`src/rtl/gpa_fhdo_seq_pkg.sv`:
```
// Shared types and constants for the gpa_fhdo_seq update scheduler.
package gpa_fhdo_seq_pkg;

    localparam int unsigned CH_W       = 24;
    localparam int unsigned MIN_PERIOD = 2;
    localparam int unsigned SAMPLE_W   = 4 * CH_W;

    typedef struct packed {
        logic [CH_W-1:0] x;
        logic [CH_W-1:0] y;
        logic [CH_W-1:0] z;
        logic [CH_W-1:0] z2;
    } sample_t;

    typedef enum logic [1:0] {
        ST_IDLE = 2'd0,
        ST_RUN  = 2'd1,
        ST_PEND = 2'd2,
        ST_ZERO = 2'd3
    } state_e;

endpackage

```
`src/rtl/gpa_fhdo_seq_if.sv`:
```
// Sample-input bus and gpa_fhdo_iface-facing bus of the update scheduler.
interface gpa_fhdo_seq_if;
    import gpa_fhdo_seq_pkg::*;

    logic [CH_W-1:0] in_datax_i;
    logic [CH_W-1:0] in_datay_i;
    logic [CH_W-1:0] in_dataz_i;
    logic [CH_W-1:0] in_dataz2_i;
    logic            in_valid_i;
    logic            in_ready_o;
    logic [CH_W-1:0] datax_o;
    logic [CH_W-1:0] datay_o;
    logic [CH_W-1:0] dataz_o;
    logic [CH_W-1:0] dataz2_o;
    logic            valid_o;
    logic            busy_i;

    modport slave (
        input  in_datax_i, in_datay_i, in_dataz_i, in_dataz2_i, in_valid_i, busy_i,
        output in_ready_o, datax_o, datay_o, dataz_o, dataz2_o, valid_o
    );

    modport master (
        output in_datax_i, in_datay_i, in_dataz_i, in_dataz2_i, in_valid_i, busy_i,
        input  in_ready_o, datax_o, datay_o, dataz_o, dataz2_o, valid_o
    );

endinterface

```
`src/rtl/gpa_fhdo_seq_fifo.sv`:
```
// Synchronous sample FIFO, depth 2^AW; clear dominates push and pop.
module gpa_fhdo_seq_fifo
    import gpa_fhdo_seq_pkg::*;
#(
    parameter int unsigned AW = 4
) (
    input  logic          clk,
    input  logic          rst,
    input  logic          push_i,
    input  logic          pop_i,
    input  logic          clear_i,
    input  sample_t       din_i,
    output sample_t       head_c,
    output logic          empty_c,
    output logic          full_c,
    output logic [AW:0]   count_o
);

    localparam int unsigned DEPTH = 1 << AW;

    sample_t         mem_q [DEPTH];
    logic [AW-1:0]   wptr_q, wptr_d;
    logic [AW-1:0]   rptr_q, rptr_d;
    logic [AW:0]     count_q, count_d;
    logic            push_ok, pop_ok;

    always_comb begin
        full_c  = (count_q == (AW+1)'(DEPTH));
        empty_c = (count_q == '0);
        push_ok = push_i && !full_c && !clear_i;
        pop_ok  = pop_i && !empty_c;
        wptr_d  = wptr_q;
        rptr_d  = rptr_q;
        count_d = count_q;
        if (clear_i) begin
            wptr_d  = '0;
            rptr_d  = '0;
            count_d = '0;
        end else begin
            if (push_ok) wptr_d = wptr_q + AW'(1);
            if (pop_ok)  rptr_d = rptr_q + AW'(1);
            count_d = count_q + (AW+1)'(push_ok) - (AW+1)'(pop_ok);
        end
    end

    always_ff @(posedge clk) begin
        if (rst) begin
            wptr_q  <= '0;
            rptr_q  <= '0;
            count_q <= '0;
        end else begin
            wptr_q  <= wptr_d;
            rptr_q  <= rptr_d;
            count_q <= count_d;
        end
    end

    // Storage needs no reset; occupancy is tracked by the pointers.
    always_ff @(posedge clk) begin
        if (push_ok) mem_q[wptr_q] <= din_i;
    end

    assign head_c  = mem_q[rptr_q];
    assign count_o = count_q;

endmodule

```
`src/rtl/gpa_fhdo_seq.sv`:
```
// Periodic update scheduler feeding gpa_fhdo_iface from a sample FIFO.
// Optional GPA_FHDO_SEQ_ZERO_ON_STOP_EN: stop drives one all-zero update before idling.
module gpa_fhdo_seq
    import gpa_fhdo_seq_pkg::*;
#(
    parameter int unsigned FIFO_AW  = 4,
    parameter int unsigned PERIOD_W = 16
) (
    input  logic                clk,
    input  logic                rst,
    gpa_fhdo_seq_if.slave       bus,
    input  logic                start_i,
    input  logic                stop_i,
    input  logic                clear_i,
    input  logic [PERIOD_W-1:0] period_i,
    output logic                running_o,
    output logic                underrun_o,
    output logic                late_o,
    output logic [FIFO_AW:0]    fifo_count_o
);

`ifdef GPA_FHDO_SEQ_ZERO_ON_STOP_EN
    localparam state_e STOP_ST = ST_ZERO;
`else
    localparam state_e STOP_ST = ST_IDLE;
`endif

    state_e              state_q, state_d;
    logic [PERIOD_W-1:0] cnt_q, cnt_d;
    sample_t             dout_q, dout_d;
    logic                valid_q, valid_d;
    logic                running_q, running_d;
    logic                underrun_q, underrun_d;
    logic                late_q, late_d;

    sample_t             in_sample_c, head_c;
    logic                fifo_empty_c, fifo_full_c;
    logic                push_c, issue_c, tick_c;
    logic [PERIOD_W-1:0] reload_c, cnt_next_c;

    assign in_sample_c = {bus.in_datax_i, bus.in_datay_i, bus.in_dataz_i, bus.in_dataz2_i};
    assign bus.in_ready_o = !rst && !fifo_full_c;
    assign push_c = bus.in_valid_i && bus.in_ready_o;

    gpa_fhdo_seq_fifo #(.AW(FIFO_AW)) u_fifo (
        .clk     (clk),
        .rst     (rst),
        .push_i  (push_c),
        .pop_i   (issue_c),
        .clear_i (clear_i),
        .din_i   (in_sample_c),
        .head_c  (head_c),
        .empty_c (fifo_empty_c),
        .full_c  (fifo_full_c),
        .count_o (fifo_count_o)
    );

    // Reload value is P-1 with P clamped to MIN_PERIOD.
    always_comb begin
        tick_c     = (cnt_q == '0);
        reload_c   = (period_i < PERIOD_W'(MIN_PERIOD)) ? PERIOD_W'(MIN_PERIOD - 1)
                                                        : period_i - PERIOD_W'(1);
        cnt_next_c = tick_c ? reload_c : cnt_q - PERIOD_W'(1);
    end

    always_comb begin
        state_d    = state_q;
        cnt_d      = cnt_q;
        dout_d     = dout_q;
        valid_d    = 1'b0;
        underrun_d = underrun_q;
        late_d     = late_q;
        issue_c    = 1'b0;
        case (state_q)
            ST_IDLE: begin
                if (start_i && !stop_i) begin
                    state_d = ST_RUN;
                    cnt_d   = '0;
                end
            end
            ST_RUN: begin
                if (stop_i) begin
                    state_d = STOP_ST;
                end else begin
                    cnt_d = cnt_next_c;
                    if (tick_c) begin
                        if (fifo_empty_c) begin
                            underrun_d = 1'b1;
                        end else if (bus.busy_i) begin
                            late_d  = 1'b1;
                            state_d = ST_PEND;
                        end else begin
                            issue_c = 1'b1;
                        end
                    end
                end
            end
            ST_PEND: begin
                if (stop_i) begin
                    state_d = STOP_ST;
                end else begin
                    cnt_d = cnt_next_c;
                    // A flush while pending leaves nothing to deliver.
                    if (fifo_empty_c) begin
                        state_d = ST_RUN;
                        if (tick_c) underrun_d = 1'b1;
                    end else if (!bus.busy_i) begin
                        issue_c = 1'b1;
                        state_d = ST_RUN;
                    end else if (tick_c) begin
                        late_d = 1'b1;
                    end
                end
            end
`ifdef GPA_FHDO_SEQ_ZERO_ON_STOP_EN
            ST_ZERO: begin
                if (!bus.busy_i) begin
                    dout_d  = '0;
                    valid_d = 1'b1;
                    state_d = ST_IDLE;
                end
            end
`endif
            default: state_d = ST_IDLE;
        endcase
        if (issue_c) begin
            dout_d  = head_c;
            valid_d = 1'b1;
        end
        if (clear_i) begin
            underrun_d = 1'b0;
            late_d     = 1'b0;
        end
        running_d = (state_d != ST_IDLE);
    end

    always_ff @(posedge clk) begin
        if (rst) begin
            state_q    <= ST_IDLE;
            cnt_q      <= '0;
            dout_q     <= '0;
            valid_q    <= 1'b0;
            running_q  <= 1'b0;
            underrun_q <= 1'b0;
            late_q     <= 1'b0;
        end else begin
            state_q    <= state_d;
            cnt_q      <= cnt_d;
            dout_q     <= dout_d;
            valid_q    <= valid_d;
            running_q  <= running_d;
            underrun_q <= underrun_d;
            late_q     <= late_d;
        end
    end

    assign bus.datax_o  = dout_q.x;
    assign bus.datay_o  = dout_q.y;
    assign bus.dataz_o  = dout_q.z;
    assign bus.dataz2_o = dout_q.z2;
    assign bus.valid_o  = valid_q;
    assign running_o    = running_q;
    assign underrun_o   = underrun_q;
    assign late_o       = late_q;

endmodule

```
`src/flat_wrapper.sv`:
```
// flat-port wrapper written by rule: the top's interface ports become plain ports
module gpa_fhdo_seq_flat import gpa_fhdo_seq_pkg::*;
#(
    parameter int unsigned FIFO_AW  = 4,
    parameter int unsigned PERIOD_W = 16
)
  (clk, rst, start_i, stop_i, clear_i, period_i, running_o, underrun_o, late_o, fifo_count_o, bus_in_datax_i, bus_in_datay_i, bus_in_dataz_i, bus_in_dataz2_i, bus_in_valid_i, bus_busy_i, bus_in_ready_o, bus_datax_o, bus_datay_o, bus_dataz_o, bus_dataz2_o, bus_valid_o);
  gpa_fhdo_seq_if bus_i ();
  input  logic clk;
  input  logic rst;
  input  logic start_i;
  input  logic stop_i;
  input  logic clear_i;
  input  logic [PERIOD_W-1:0] period_i;
  output logic running_o;
  output logic underrun_o;
  output logic late_o;
  output logic [FIFO_AW:0] fifo_count_o;
  input wire logic [$bits(bus_i.in_datax_i)-1:0] bus_in_datax_i;
  input wire logic [$bits(bus_i.in_datay_i)-1:0] bus_in_datay_i;
  input wire logic [$bits(bus_i.in_dataz_i)-1:0] bus_in_dataz_i;
  input wire logic [$bits(bus_i.in_dataz2_i)-1:0] bus_in_dataz2_i;
  input wire logic [$bits(bus_i.in_valid_i)-1:0] bus_in_valid_i;
  input wire logic [$bits(bus_i.busy_i)-1:0] bus_busy_i;
  output wire logic [$bits(bus_i.in_ready_o)-1:0] bus_in_ready_o;
  output wire logic [$bits(bus_i.datax_o)-1:0] bus_datax_o;
  output wire logic [$bits(bus_i.datay_o)-1:0] bus_datay_o;
  output wire logic [$bits(bus_i.dataz_o)-1:0] bus_dataz_o;
  output wire logic [$bits(bus_i.dataz2_o)-1:0] bus_dataz2_o;
  output wire logic [$bits(bus_i.valid_o)-1:0] bus_valid_o;
  assign bus_i.in_datax_i = bus_in_datax_i;
  assign bus_i.in_datay_i = bus_in_datay_i;
  assign bus_i.in_dataz_i = bus_in_dataz_i;
  assign bus_i.in_dataz2_i = bus_in_dataz2_i;
  assign bus_i.in_valid_i = bus_in_valid_i;
  assign bus_i.busy_i = bus_busy_i;
  assign bus_in_ready_o = bus_i.in_ready_o;
  assign bus_datax_o = bus_i.datax_o;
  assign bus_datay_o = bus_i.datay_o;
  assign bus_dataz_o = bus_i.dataz_o;
  assign bus_dataz2_o = bus_i.dataz2_o;
  assign bus_valid_o = bus_i.valid_o;
  gpa_fhdo_seq #(.FIFO_AW(FIFO_AW), .PERIOD_W(PERIOD_W)) u_core (.clk(clk), .rst(rst), .bus(bus_i), .start_i(start_i), .stop_i(stop_i), .clear_i(clear_i), .period_i(period_i), .running_o(running_o), .underrun_o(underrun_o), .late_o(late_o), .fifo_count_o(fifo_count_o));
endmodule
```
`config.mk`:
```
export PLATFORM = sky130hd
export DESIGN_NAME = gpa_fhdo_seq_flat
export DESIGN_NICKNAME = d
export VERILOG_FILES = /design/src/rtl/gpa_fhdo_seq_pkg.sv /design/src/rtl/gpa_fhdo_seq_if.sv /design/src/rtl/gpa_fhdo_seq_fifo.sv /design/src/rtl/gpa_fhdo_seq.sv /design/src/flat_wrapper.sv
export SDC_FILE = /design/constraint.sdc
export NUM_CORES = 2
export LEC_CHECK = 0
export ABC_AREA = 1
export CAP_MARGIN = 20
export CORE_MARGIN = 1
export CORE_UTILIZATION = 60
export DETAILED_ROUTE_END_ITERATION = 16
export PLACE_DENSITY_LB_ADDON = 0.3
export SYNTH_ARGS = -nofsm -noshare
export SYNTH_HDL_FRONTEND = slang
export SYNTH_HIERARCHICAL = 1
export SYNTH_SLANG_ARGS = --single-unit
export TNS_END_PERCENT = 100
```
`constraint.sdc`:
```
create_clock -name clk -period 8.1 [get_ports clk]
set_clock_uncertainty 0.2 [all_clocks]
set_input_delay 2.025 -clock clk [delete_from_list [all_inputs] [get_ports clk]]
set_output_delay 2.025 -clock clk [all_outputs]
set_load 0.05 [all_outputs]
```
==> impl_metrics.tcl <==
set metrics [dict create \
    maxSlewViolCount 0 \
    synthArstFlopShare_pct 0 \
    arrival_ps 3590 \
    mostFrequentLayoutCells "nand2_1, edfxtp_1, inv_1" \
    yosysTopAreaCellShare_pct 64.32 \
    crit_path_max_fanout 23 \
    drt_iter0_drc 5069 \
    grt_first_pass_wirelength_microns 265400 \
    die_area_sq_um 120900 \
    min_period_ps 5813 \
    grt.overflow.total 0 \
    startpoint_type "input port" \
    yosys.area.top_type "edfxtp_1" \
    utilization_pct 67.90 \
    drv_cap 0 \
    use_met1_pct 37.21 \
    dp.final_hpwl_microns 89280 \
    synthesis.area_sq_um 71710 \
    cts.sink_count 1671 \
    power.leakage_uw 0.03341 \
    crit_path_end_kind "output port" \
    met2_usage_pct 48.13 \
    globalRouteMet3Util_pct 3.804 \
    synth-seq-cells 1671 \
    synthTopCellsByArea "edfxtp_1, nand2_1, nand3_1" \
    relSlewSlack_pct 23.03 \
    power_density_nw_per_um2 216.5 \
    synth_nets 7211 \
    start_util_pct 60.65 \
    ioPinCount 225 \
    coreArea_sq_um 118200 \
    finalSetupViolations 0 \
    wire_per_inst_microns 19.49 \
    antenna_found_initial 10 \
    grt_pass1_vias 48267 \
    status "finished, final reports clean" \
    tritoncts "done" \
    gp_congestion 0.8135 \
    cts_resized 0 \
    hold_path.class "register to register" \
    yosys_most_used_dff "edfxtp_1" \
    drive_gt1_share_pct 4.648 \
    postCtsSetupRepairBufs 0 \
    port_buffers 224 \
    postSynthAreaPerCell_sq_um 10.14 \
    crit_top_cell "clkdlybuf4s50_1" \
    max_freq_mhz 172.0 \
    via_count 49125 \
    syn2layout_area_growth_pct 11.95 \
    viasPerCell 5.546 \
    cts.reportedPaths.clkPinSlew_ps 50 \
    die_h_microns 347.7 \
    numCtsBuffers 168 \
    hold_viol_final 0 \
    synth_cell_types 36 \
    top_usage_layer "met2" \
    finalCritPeriodShare_pct 71.77 \
    clk_latency_ps 760 \
    clk_path_buf_depth 3 \
    rsz0062_at_grt "false" \
    worstSetupPathType "input port to output port" \
    clock-root-buffer "clkbuf_16" \
    grt_start_max_net_pins 218 \
    synth-seq-area-share_pct 68.09 \
    rows 126 \
    cpMaxStageDelayCell "clkdlybuf4s50_1" \
    final_common_cell "nand2_1" \
    worstMarginPinSlew_ps 1154 \
    cts_htree_levels 4 \
    grt_usage_pct 28.28 \
    nets 7312 \
    firstDrtPassIters 6 \
    r2r_slack_ps 4020 \
    syn_inst 7073 \
    crit_chain "clkdlybuf4s50_1, buf_4, nor2_1, clkdlybuf4s50_1" \
    fp.dieW_microns 347.7 \
    postCtsHoldBufs 0 \
    peakVddDrop_mv 0.2211 \
    route.detailed.drc 0 \
    totalWireLength_microns 172600 \
    ant_nets 0 \
    yosysWarnings 6 \
    fillCellCount 8387 \
    max_stage_delay_ps 800 \
    required_ps 5880 \
    synth-edff-count 1536 \
    setup_tns_ps 0 \
]
-- worst paths after layout --
path	from	endpoint	cells after the start
worst max register to register	register	u_core/bus.dataz2_o[20]	9
worst min register to register	u_core/late_o	u_core/late_o	2
worst max-delay path	rst	bus_in_ready_o	4
worst min-delay path	u_core/late_o	u_core/late_o	2
-- worst max-delay path: cells and delay by family --
kind,cells,cell delay [ps]
simple gates,1,130
buf+inv,3,1430
-- sequential cells by signal, indices dropped and copies added, names as in the netlist, named ones only --
name	count
u_core/bus.datay_o	24
u_core/underrun_o	1
u_core/u_fifo/rptr_q	4
u_core/u_fifo/wptr_q	4
u_core/running_o	1
u_core/u_fifo/mem_q	1536
u_core/bus.dataz2_o	24
u_core/cnt_q	16
u_core/bus.dataz_o	24
u_core/state_q	2
u_core/bus.valid_o	1
u_core/u_fifo/count_o	5
u_core/bus.datax_o	24
u_core/late_o	1
-- area by class of cell --
cell class | instances | area, sq um | share of cell area, %
sequential | 1671 | 48840 | 60.84
multi-input combinational | 3823 | 16490 | 20.55
inverter | 1225 | 4631 | 5.768
clock buffer | 228 | 4607 | 5.739
timing repair buffer | 285 | 2995 | 3.731
tap | 1536 | 1922 | 2.394
clock inverter | 83 | 769.5 | 0.9585
antenna | 7 | 17.52 | 0.02182
-- cells in the mapped netlist (all sizes together), types with 2 or more instances --
cell and instances:
a21oi 25, buf 274, clkbuf 80, dfxtp 135, edfxtp 1536, ha 18, inv 1224, nand2 2146
nand3 1204, nand3b 2, nand4 5, nor2 284, nor3 2, nor3b 3, o21ai 114, or2 3
xnor2 2, xor2 10
-- logic make-up after synthesis --
logic type,synth area share [%]
AOI/OAI and AO/OA,1.007
DFF,68.09
buffers and inverters,9.072
xor gates and xnor gates,0.1466
and+or+nand+nor,21.34
adders and majority gates,0.3420
-- routing by layer --
layer  wire [microns]  vias up
li1                 -    23026
met1            67980    23415
met2            85260     2326
met3            14400      356
met4             4984        2
met5                7        -
-- through the flow --
| stage | setup WS [ps] | instances | cell area (sq um) | power [uW] | hold slack [ps] |
|---|---|---|---|---|---|
| CTS | 2276 | 8850 | 80230 | 17460 | 259.4 |
| global placement | 2284 | 8538 | 74840 | 9975 | 242.7 |
| finish | 2287 | 8858 | 80280 | 17380 | 256.2 |
| floorplan | 451.0 | 7073 | 71710 | 9762 | 254.9 |
| detailed placement | 2277 | 8539 | 74860 | 9986 | 251.2 |
| global route | 2252 | 8857 | 80280 | 17820 | 297.6 |
-- power breakdown --
part / total, uW / switching, uW / leakage (uW) / internal, uW
registers: 9440 / 8.00 / 0.0149 / 9440
logic: 361 / 253 / 0.0159 / 107
clock network: 7580 / 3200 / 0.00263 / 4380
(Power assumes the default switching activity.)
